`config.mk`:
```
export PLATFORM = sky130hd
export DESIGN_NAME = bram_fifo_ctrl
export DESIGN_NICKNAME = d
export VERILOG_FILES = /design/src/rtl/bram_fifo_ctrl.sv
export SDC_FILE = /design/constraint.sdc
export NUM_CORES = 1
export LEC_CHECK = 0
export CORE_ASPECT_RATIO = 1.25
export CORE_MARGIN = 10
export CORE_UTILIZATION = 49
export CTS_CLUSTER_SIZE = 16
export DETAILED_ROUTE_END_ITERATION = 16
export GPL_ROUTABILITY_DRIVEN = 0
export PLACE_DENSITY = 0.9
export SLEW_MARGIN = 10
export SYNTH_ARGS = -nofsm -noshare
export SYNTH_HDL_FRONTEND = slang
export SYNTH_SLANG_ARGS = --single-unit
```
`constraint.sdc`:
```
create_clock -name clka_0 -period 3.6 [get_ports clka_0]
set_input_delay 0.36 -clock clka_0 [delete_from_list [all_inputs] [get_ports clka_0]]
set_output_delay 0.36 -clock clka_0 [all_outputs]
set_load 0.02 [all_outputs]
```
`src/rtl/bram_fifo_ctrl.sv`:
```
// Stream-to-BRAM FIFO controller using a single-port block RAM as ring storage.
// A 2-entry output buffer hides the one-cycle BRAM read latency.
module bram_fifo_ctrl #(
    parameter int DATA_W = 16,
    parameter int ADDR_W = 10
) (
    input  logic              clka_0,
    input  logic              rsta_n_0,
    input  logic [DATA_W-1:0] s_data,
    input  logic              s_valid,
    output logic              s_ready,
    output logic [DATA_W-1:0] m_data,
    output logic              m_valid,
    input  logic              m_ready,
    output logic [ADDR_W-1:0] addra_0,
    output logic [DATA_W-1:0] dina_0,
    output logic              wea_0,
    input  logic [DATA_W-1:0] douta_0,
    output logic [ADDR_W:0]   count,
    output logic              full,
    output logic              empty
);

    localparam logic [ADDR_W:0]   DEPTH_C = {1'b1, {ADDR_W{1'b0}}};
    localparam logic [ADDR_W-1:0] PTR_ONE = {{(ADDR_W-1){1'b0}}, 1'b1};
    localparam logic [ADDR_W:0]   CNT_ONE = {{ADDR_W{1'b0}}, 1'b1};

    logic [ADDR_W-1:0] wr_ptr_q, wr_ptr_d;
    logic [ADDR_W-1:0] rd_ptr_q, rd_ptr_d;
    logic [ADDR_W:0]   count_q, count_d;
    logic              rd_inflight_q, rd_inflight_d;
    logic [DATA_W-1:0] obuf0_q, obuf0_d;
    logic [DATA_W-1:0] obuf1_q, obuf1_d;
    logic [1:0]        obuf_cnt_q, obuf_cnt_d;

    logic [1:0] occ;
    logic       full_w;
    logic       rd_elig;
    logic       rd_pri;
    logic       wr;
    logic       rd;
    logic       push;
    logic       pop;

    // Arbitration between the write stream and BRAM reads
    always_comb begin
        occ     = obuf_cnt_q + {1'b0, rd_inflight_q};
        full_w  = (count_q == DEPTH_C);
        rd_elig = (count_q != '0) && (occ < 2'd2);
        rd_pri  = rd_elig && (obuf_cnt_q == 2'd0);
        s_ready = rsta_n_0 && !full_w && !rd_pri;
        wr      = s_valid && s_ready;
        rd      = rsta_n_0 && rd_elig && !wr;
        push    = rd_inflight_q;
        pop     = m_valid && m_ready;
    end

    assign wea_0   = wr;
    assign addra_0 = wr ? wr_ptr_q : rd_ptr_q;
    assign dina_0  = s_data;
    assign m_valid = (obuf_cnt_q != 2'd0);
    assign m_data  = obuf0_q;
    assign count   = count_q;
    assign full    = rsta_n_0 && full_w;
    assign empty   = (count_q == '0) && (obuf_cnt_q == 2'd0) && !rd_inflight_q;

    // Next-state for pointers, occupancy and the output buffer
    always_comb begin
        wr_ptr_d      = wr_ptr_q;
        rd_ptr_d      = rd_ptr_q;
        count_d       = count_q;
        rd_inflight_d = rd;
        obuf0_d       = obuf0_q;
        obuf1_d       = obuf1_q;
        obuf_cnt_d    = obuf_cnt_q;
        if (wr) begin
            wr_ptr_d = wr_ptr_q + PTR_ONE;
            count_d  = count_q + CNT_ONE;
        end else if (rd) begin
            rd_ptr_d = rd_ptr_q + PTR_ONE;
            count_d  = count_q - CNT_ONE;
        end
        if (push && pop) begin
            if (obuf_cnt_q == 2'd1) begin
                obuf0_d = douta_0;
            end else begin
                obuf0_d = obuf1_q;
                obuf1_d = douta_0;
            end
        end else if (pop) begin
            obuf0_d    = obuf1_q;
            obuf_cnt_d = obuf_cnt_q - 2'd1;
        end else if (push) begin
            if (obuf_cnt_q == 2'd0) begin
                obuf0_d = douta_0;
            end else begin
                obuf1_d = douta_0;
            end
            obuf_cnt_d = obuf_cnt_q + 2'd1;
        end
    end

    // State registers; reset discards stored words and any read in flight
    always_ff @(posedge clka_0 or negedge rsta_n_0) begin
        if (!rsta_n_0) begin
            wr_ptr_q      <= '0;
            rd_ptr_q      <= '0;
            count_q       <= '0;
            rd_inflight_q <= 1'b0;
            obuf0_q       <= '0;
            obuf1_q       <= '0;
            obuf_cnt_q    <= 2'd0;
        end else begin
            wr_ptr_q      <= wr_ptr_d;
            rd_ptr_q      <= rd_ptr_d;
            count_q       <= count_d;
            rd_inflight_q <= rd_inflight_d;
            obuf0_q       <= obuf0_d;
            obuf1_q       <= obuf1_d;
            obuf_cnt_q    <= obuf_cnt_d;
        end
    end

endmodule
```
## Yosys cells after proc, flatten, opt, wreduce, memory -nomap -nowiden

Cells that the tools add are included.

- Register bits after elaboration: 66
- Input bits: 36
- Output and inout port bits: 58
- Logic and storage cells: 66

- Add/sub/neg operators: 7
- $lt $le $gt $ge: 1
- Equality and inequality tests: 5
- Multiplexer cells: 15
- Bitwise operators: 2
- Reduce and logical (&&, ||, !) cells: 29

Operators by type and width:

| kind | count |
|---|---|
| $mux W16 | 10 |
| $mux W11 | 2 |
| $add A10 B1 Y10 const B | 2 |
| $logic_and A1 B1 Y1 | 12 |
| $add A11 B1 Y11 const B | 1 |
| $eq A11 B11 Y1 const B | 1 |
| $logic_not A11 Y1 | 1 |
| $reduce_bool A11 Y1 | 1 |
| $sub A11 B1 Y11 const B | 1 |
| $mux W10 | 1 |
| $reduce_bool A2 Y1 | 4 |
| $reduce_and A2 Y1 | 3 |
| $reduce_bool A3 Y1 | 2 |
| $logic_not A1 Y1 | 4 |
| $mux W2 | 2 |
| $ne A2 B1 Y1 const B | 2 |
| $reduce_and A4 Y1 | 1 |
| $add A2 B1 Y2 | 1 |
| $add A2 B1 Y2 const B | 1 |
| $eq A2 B1 Y1 const B | 1 |
| $logic_not A2 Y1 | 1 |
| $lt A2 B2 Y1 const B | 1 |
| $ne A2 B2 Y1 const B | 1 |
| $not A1 Y1 | 2 |
| $sub A2 B1 Y2 const B | 1 |

## Longest topological paths before layout

Gate-level depths: netlist (run 1).

- Depth in word-level cells: 11
- Mapped depth: 11
- Mapped depth without buffers: 10

## Least setup slack after synthesis (run 1)

No wires, ideal clock.

- Kind: register -> register
- Start: register count_q[1], in the netlist count[1]
- End: register count_q[10], in the netlist count[10]
- Library setup time: 0.130 ns
- Arrival time: 2.895 ns
- Data required time: 3.470 ns
- Setup slack: 0.574 ns
- Stages on the path, launching flop included: 12
- Path buffers: 2
- Period minus slack after synthesis: 3.026 ns
- Path through: dfrtp_1 -> nor4_4 -> nand3_1 -> a31o_1 -> buf_4 -> buf_2 -> ha_1 -> nor2b_1 -> o31a_1 -> o2111ai_1 -> a211o_1 -> nand4_1

- Cells in the longest elaborated chain, start to end: 9
- Elaborated cells on any way between the ends: 17
- Those cells by class: add/sub (2); eq/ne (1); mux (2); reduce/logical (12)

Ends and longest elaborated chain:

| item | line | text |
|---|---|---|
| start, declared | 30 | `logic [ADDR_W:0] count_q, count_d;` |
| start signal, assigned | 116 | `count_q <= count_d;` |
| parallel branches: the longest is 9 deep, another holds $sub A11 B1 Y11 | n/a |  |

Several ways; the timed one is not identified. The select of a mux whose other input is x is not followed.
A chain may end at the register's enable or synchronous reset.

## Final worst setup path (run 1)

- Start: register count_q[1], in the netlist count[1]
- End: output port addra_0[7]

- Cells in the longest elaborated chain, start to end: 7
- Elaborated cells on any way between the ends: 10
- Those cells by class: eq/ne (1); mux (1); reduce/logical (8)

Ends and longest elaborated chain:

| item | line | text |
|---|---|---|
| $reduce_bool A11 Y1 | 49 | `rd_elig = (count_q != '0) && (occ < 2'd2);` |
| $logic_and A1 B1 Y1 | 49 |  |
| $logic_and A1 B1 Y1 | 50 | `rd_pri = rd_elig && (obuf_cnt_q == 2'd0);` |
| $logic_not A1 Y1 | 51 | `s_ready = rsta_n_0 && !full_w && !rd_pri;` |
| $logic_and A1 B1 Y1 (*) | 51 |  |
| $logic_and A1 B1 Y1 (*) | 52 | `wr = s_valid && s_ready;` |
| $mux W10 (*) | 59 | `assign addra_0 = wr ? wr_ptr_q : rd_ptr_q;` |
| end, declared | 15 | `output logic [ADDR_W-1:0] addra_0,` |

Every way passes the cells marked *; elsewhere a longest branch is shown, timed or not.

==> metrics, run 1 <==
most common cell in the synthesized netlist=sky130_fd_sc_hd__dfrtp_1; Max Buffers Root-to-Sink=2; leakage=1.92 nW; overall die height=~120 microns; maximum clock frequency=298 MHz; post-cts sizing count=0; simple-gate share of the synthesized area=0.166; final number of max-transition violations=0; Routed Wire Length=between 8 and 9 mm; horizontal die dimension=97.4 microns; total negative slack=0 ns; ratio of final minimum period to clock period=0.931; clock-pin slew on the worst setup and hold paths=0.07 ns; main area contributors after synthesis=sky130_fd_sc_hd__dfrtp_1 45%, sky130_fd_sc_hd__nand2_1 6.1%, sky130_fd_sc_hd__mux2_2 5.2%; cell count after synthesis=363; worst slew pin tran=roughly 1.1 ns; Layout Skew=~0.013 ns; via/cell ratio=5.50; vias=between 2k and 3k; xor and xnor fraction of the mapped netlist area=0.0641; adder-cell share of the synthesized area=0.0566; global route total overflow=0; detailed-placement wirelength estimate=5.84 mm; Placement Setup Slack=0.449 ns; signed area change from the synthesized netlist to the final layout=21.1%; post-route minimum period=3.35 ns; max cap viols=0; Max-Slew Margin vs Limit=0.242; outcome=complete, no violations; CTS Hold Bufs=0; source-to-sink clock delay at the later pin of the worst-skew pair=0.35 ns; Die Area=about 0.011 sq mm; Main synth FF type=sky130_fd_sc_hd__dfrtp_1; minimum setup slack in the final design=0.247 ns; number of global-route vias before repair=2930; Syn Std Cell Area=0.00367 sq mm; RSZ-0062 raised after global routing=false; Req. time, crit path=3.24 ns; starting utilization of the core area=0.502; dominant cell type by area after synthesis=sky130_fd_sc_hd__dfrtp_1; Setup-failing EPs final=0; Site Rows=35; antenna violation net count after detailed routing=0; number of inserted diodes=0; total track usage=0.146; TritonCTS sink count=66; average wire per cell in the routed design=16.2 microns; buffer count from post-CTS setup fixing=0; sequential area share after synthesis=0.450; multiplexer share of the synthesized area=0.0958; number of endpoints with negative hold slack in the final report=0; Netlist cell types=47; total area of sequential cells=roughly 0.0017 sq mm; per-instance average area after synthesis=roughly 10 sq um; standard cell core area=about 0.0073 sq mm; count of port buffers added during placement=61; final routed DRC violation total=0; Final #Nets=463; maximum fanout along the worst path=15; CTS tree=built; deepest level of the CTS H-tree=3; Setup crit end kind=primary output; Net Count, Synth=between 400 and 500; kind of critical path=register to primary output; fraction of the mapped netlist area in compound gates=0.102; FF+latch count, synth=66; Worst Hold Class=input port to async pin; clock root buffer master=sky130_fd_sc_hd__clkbuf_8; count of flip-flops with a built-in enable after synthesis=0; top cell type's share of synthesized area=0.450; async set-or-reset flop fraction in the synthesized netlist=1.00; leading post-synthesis cells by instance count=66 x sky130_fd_sc_hd__dfrtp_1, 60 x sky130_fd_sc_hd__nand2_1, 31 x sky130_fd_sc_hd__o21ai_0, 19 x sky130_fd_sc_hd__buf_4, 17 x sky130_fd_sc_hd__mux2_2; wire length of the first global-routing pass=13.8 mm; total I/O pin count=94; CP Data Arrival Time=2.99 ns; kind of launch point of the worst setup path=register; multi-input logic area=0.00178 sq mm; power per standard cell area=approximately 930 mW/mm^2; maximum vdd drop=0.571 mV; total number of yosys warnings=0; first drt pass iteration count=4; antenna violations before repair=0; largest family of logic cells by synthesized area=simple AND/OR/NAND/NOR gates; number of inserted filler cells in the final layout=597; number of DRC markers in iteration 0=86; pin count of the biggest net entering global routing=71; number of buffers created by CTS=9; share of cells above drive strength 1=0.115
metrics by stage:
step                power, W  instance area (sq um)  hold WS, ns  std cells  utilization
floorplan            0.00280                   3670       0.0644        363            -
global placement     0.00342                   4240        0.455        492        0.580
detailed placement   0.00352                   4240        0.474        492        0.580
CTS                  0.00418                   4440        0.278        508        0.608
global route         0.00447                   4440        0.336        508        0.608
finish               0.00415                   4440        0.263        508        0.608
final cells by class:
type,instances,area share
repair buffers,65,0.143
inverters,15,0.0127
clock buffers,9,0.0279
well taps,92,0.0259
clock inverters,7,0.0175
multi-input cells,254,0.401
flip-flops and latches,66,0.372
worst max-delay path, cell delays in order, from the launching register on:
cell                              delay [ns]
sky130_fd_sc_hd__dfrtp_1                0.45
sky130_fd_sc_hd__nor4_4                 0.41
sky130_fd_sc_hd__a41o_1                 0.23
sky130_fd_sc_hd__a31o_1                 0.39
sky130_fd_sc_hd__inv_1                  0.16
sky130_fd_sc_hd__buf_4                  0.23
sky130_fd_sc_hd__o21ai_0                0.16
sky130_fd_sc_hd__clkdlybuf4s50_1        0.63
flip-flops by register name, indices dropped and copies added (netlist names):
signal	cells
rd_ptr_q	10
m_data	16
obuf1_q	16
push	1
obuf_cnt_q	2
count	11
wr_ptr_q	10
placed cells by master (no fill, tap or decap), types with 3 or more instances in the layout:
cell                               n
sky130_fd_sc_hd__nor3_1            4
sky130_fd_sc_hd__ha_1             15
sky130_fd_sc_hd__o21a_1            3
sky130_fd_sc_hd__and3_1            7
sky130_fd_sc_hd__mux2_2           17
sky130_fd_sc_hd__a21oi_1           5
sky130_fd_sc_hd__inv_1            15
sky130_fd_sc_hd__nor2_1           11
sky130_fd_sc_hd__xnor2_1          16
sky130_fd_sc_hd__clkdlybuf4s50_1  60
sky130_fd_sc_hd__xor2_1            9
sky130_fd_sc_hd__dfrtp_1          66
sky130_fd_sc_hd__mux2i_1          16
sky130_fd_sc_hd__nand3_1          11
sky130_fd_sc_hd__nand2_1          60
sky130_fd_sc_hd__nand4_1          13
sky130_fd_sc_hd__clkbuf_8          9
sky130_fd_sc_hd__nor2b_1           3
sky130_fd_sc_hd__o21ai_0          31
sky130_fd_sc_hd__clkinv_4          3
sky130_fd_sc_hd__nor4_4            3
sky130_fd_sc_hd__buf_4             4
final timing paths:
check | startpoint | slack [ns] | to | depth (start not counted)
worst max-delay path | count[1] | 0.25 | addra_0[7] | 7
worst min register to register | rd_ptr_q[9] | 0.48 | rd_ptr_q[9] | 1
min in group clka_0 | rd_ptr_q[9] | 0.48 | rd_ptr_q[9] | 1
worst max register to register | count[1] | 0.39 | count[10] | 10
worst min-delay path | rsta_n_0 | 0.26 | m_data[2] | 2
max in group asynchronous | rsta_n_0 | 2.79 | wr_ptr_q[0] | 2
per-layer routing:
metal | GRT usage | wire [microns]
met5 | 0 | 0
met3 | 0.0544 | 578
met1 | 0.168 | 3610
met4 | 0.0621 | 133
met2 | 0.240 | 3890
power breakdown:
part           leakage (nW)  switching [W]  internal, W  total (W)
Sequential            0.809       0.000313      0.00107    0.00139
Clock                0.0998       0.000312     0.000324   0.000636
Combinational          1.01        0.00113     0.000993    0.00213
Total                  1.92        0.00176      0.00239    0.00415
kinds of logic (layout without fill, tap and decap cells):
| kind of cell | Yosys count | in the layout |
|---|---|---|
| XOR/XNOR | 26 | 26 |
| flip-flops | 66 | 66 |
| AO/OA/AOI/OAI | 59 | 59 |
| buffers and inverters | 43 | 96 |
| AND/OR/NAND/NOR | 120 | 120 |
| multiplexers | 33 | 33 |
| adder cells (fa/ha/maj) | 16 | 16 |
No activity file was read; power rests on OpenSTA's default activity.
==> inputs of run 2 (changes only) <==
--- a/config.mk
+++ b/config.mk
@@ -11,7 +11,7 @@
 export CTS_CLUSTER_SIZE = 16
 export DETAILED_ROUTE_END_ITERATION = 16
 export GPL_ROUTABILITY_DRIVEN = 0
-export PLACE_DENSITY = 0.9
+export PLACE_DENSITY = 0.91
 export SLEW_MARGIN = 10
 export SYNTH_ARGS = -nofsm -noshare
 export SYNTH_HDL_FRONTEND = slang
==> run 2 against run 1 <==
Net effect:
- setup slack got worse by 0.035 ns
- worst hold slack got worse by 0.0087 ns
- sequential cell count did not move
- clock skew fell by 0.0024 ns
- first-iteration DRC count down 10%
- largest cell class unchanged
==> metrics, run 2 (same netlist as run 1, synthesis figures left out) <==
number of inserted filler cells in the final layout=586; Layout Skew=around 0.010 ns; maximum clock frequency=295 MHz; number of endpoints with negative hold slack in the final report=0; clock-pin slew on the worst setup and hold paths=0.07 ns; total area of sequential cells=approximately 0.0017 sq mm; clock root buffer master=sky130_fd_sc_hd__clkbuf_8; maximum fanout along the worst path=15; vias=2783; buffer count from post-CTS setup fixing=0; internal power=0.00246 W; net switching power of the design=0.00175 W; detailed-placement wirelength estimate=5.79 mm; source-to-sink clock delay at the later pin of the worst-skew pair=0.34 ns; Req. time, crit path=3.24 ns; total I/O pin count=94; overall die height=117 microns; PnR Total Power=about 0.0042 W; proportion of total power due to net switching=0.416; commonest non-fill, non-tap cell in the layout=sky130_fd_sc_hd__dfrtp_1; antenna violations before repair=0; share of cells above drive strength 1=0.113; number of inserted diodes=0; total negative slack=0 ns; Worst Hold Class=input port to async pin; number of DRC markers in iteration 0=77; post-route minimum period=~3.4 ns; average wire per cell in the routed design=15.8 microns; wire length of the first global-routing pass=13.6 mm; final number of max-transition violations=0; Flop pwr share=0.329; number of global-route vias before repair=2861; Site Rows=35; Setup crit end kind=primary output; CTS Hold Bufs=0; post-cts sizing count=0; horizontal die dimension=97.4 microns; CTS tree=built; Die Area=0.0114 sq mm; RSZ-0062 raised after global routing=false; CP Data Arrival Time=3.03 ns; via/cell ratio=5.48; commonest cells after routing, fill and taps aside=66 x sky130_fd_sc_hd__dfrtp_1, 60 x sky130_fd_sc_hd__nand2_1, 60 x sky130_fd_sc_hd__clkdlybuf4s50_1; multi-input logic area=0.00178 sq mm; Routed Wire Length=8.04 mm; first drt pass iteration count=4; deepest level of the CTS H-tree=3; pin count of the biggest net entering global routing=just over 70; power share of the combinational group=0.508; global route total overflow=0; antenna violation net count after detailed routing=0; total track usage=0.144; outcome=complete, no violations; max cap viols=0; ratio of final minimum period to clock period=0.941; final routed DRC violation total=0; maximum vdd drop=0.508 mV; Setup-failing EPs final=0; leakage=approximately 1.9 nW; TritonCTS sink count=66; Max-Slew Margin vs Limit=0.253; kind of launch point of the worst setup path=register; count of port buffers added during placement=61; Final #Nets=463; signed area change from the synthesized netlist to the final layout=21.5%; power per standard cell area=approximately 940 mW/mm^2; kind of critical path=register to primary output; number of buffers created by CTS=9; worst slew pin tran=approximately 1.1 ns; clock network fraction of total power=0.163; Max Buffers Root-to-Sink=2; standard cell core area=0.00731 sq mm; starting utilization of the core area=0.502
run 2: worst max-delay path, stage by stage, from the launching register on:
cell and delay [ns]:
sky130_fd_sc_hd__dfrtp_1 0.45, sky130_fd_sc_hd__nor4_4 0.42, sky130_fd_sc_hd__a41o_1 0.22, sky130_fd_sc_hd__a31o_1 0.42, sky130_fd_sc_hd__inv_1 0.16, sky130_fd_sc_hd__buf_4 0.23
sky130_fd_sc_hd__o21ai_0 0.16, sky130_fd_sc_hd__clkdlybuf4s50_1 0.63
run 2: metal layers:
metal | global-route usage | vias up | share of wire
met3 | 0.0527 | 28 | 0.064
met2 | 0.241 | 87 | 0.49
met1 | 0.159 | 1321 | 0.42
met4 | 0.0738 | 0 | 0.026
met5 | 0 | - | 0
li1 | - | 1347 | -
run 2: stage by stage:
stage / area (sq um) / hold slack, ns / util / setup WS, ns / std cells
after floorplan: 3670 / 0.0644 / - / 0.574 / 363
after global placement: 4240 / 0.456 / 0.580 / 0.554 / 492
after detailed placement: 4240 / 0.459 / 0.580 / 0.417 / 492
after CTS: 4460 / 0.291 / 0.610 / 0.206 / 508
after global routing: 4460 / 0.335 / 0.610 / 0.0437 / 508
final: 4460 / 0.254 / 0.610 / 0.212 / 508
run 2: final cells by class:
| cell class | instances | area share |
|---|---|---|
| Sequential cell | 66 | 0.370 |
| Multi-Input combinational cell | 254 | 0.400 |
| Inverter | 15 | 0.0126 |
| Clock buffer | 10 | 0.0286 |
| Tap cell | 92 | 0.0258 |
| Clock inverter | 6 | 0.0199 |
| Timing Repair Buffer | 65 | 0.143 |
run 2: power by group through the flow:
stage               Combinational [W]  Clock [W]  Sequential (W)
global placement              0.00205          0         0.00137
detailed placement            0.00214          0         0.00139
CTS                           0.00215   0.000702         0.00138
global route                  0.00236   0.000734         0.00143
finish                        0.00213   0.000685         0.00139
floorplan                     0.00130          0         0.00150
run 2: final timing paths:
path,start,end,slack [ns],cells after the start
max,count[1],addra_0[7],0.21,7
min,rsta_n_0,obuf1_q[2],0.25,2
max reg2reg,count[1],count[10],0.30,10
min reg2reg,wr_ptr_q[9],wr_ptr_q[9],0.47,1
max in group asynchronous,rsta_n_0,count[4],2.78,2
min in group clka_0,wr_ptr_q[9],wr_ptr_q[9],0.47,1
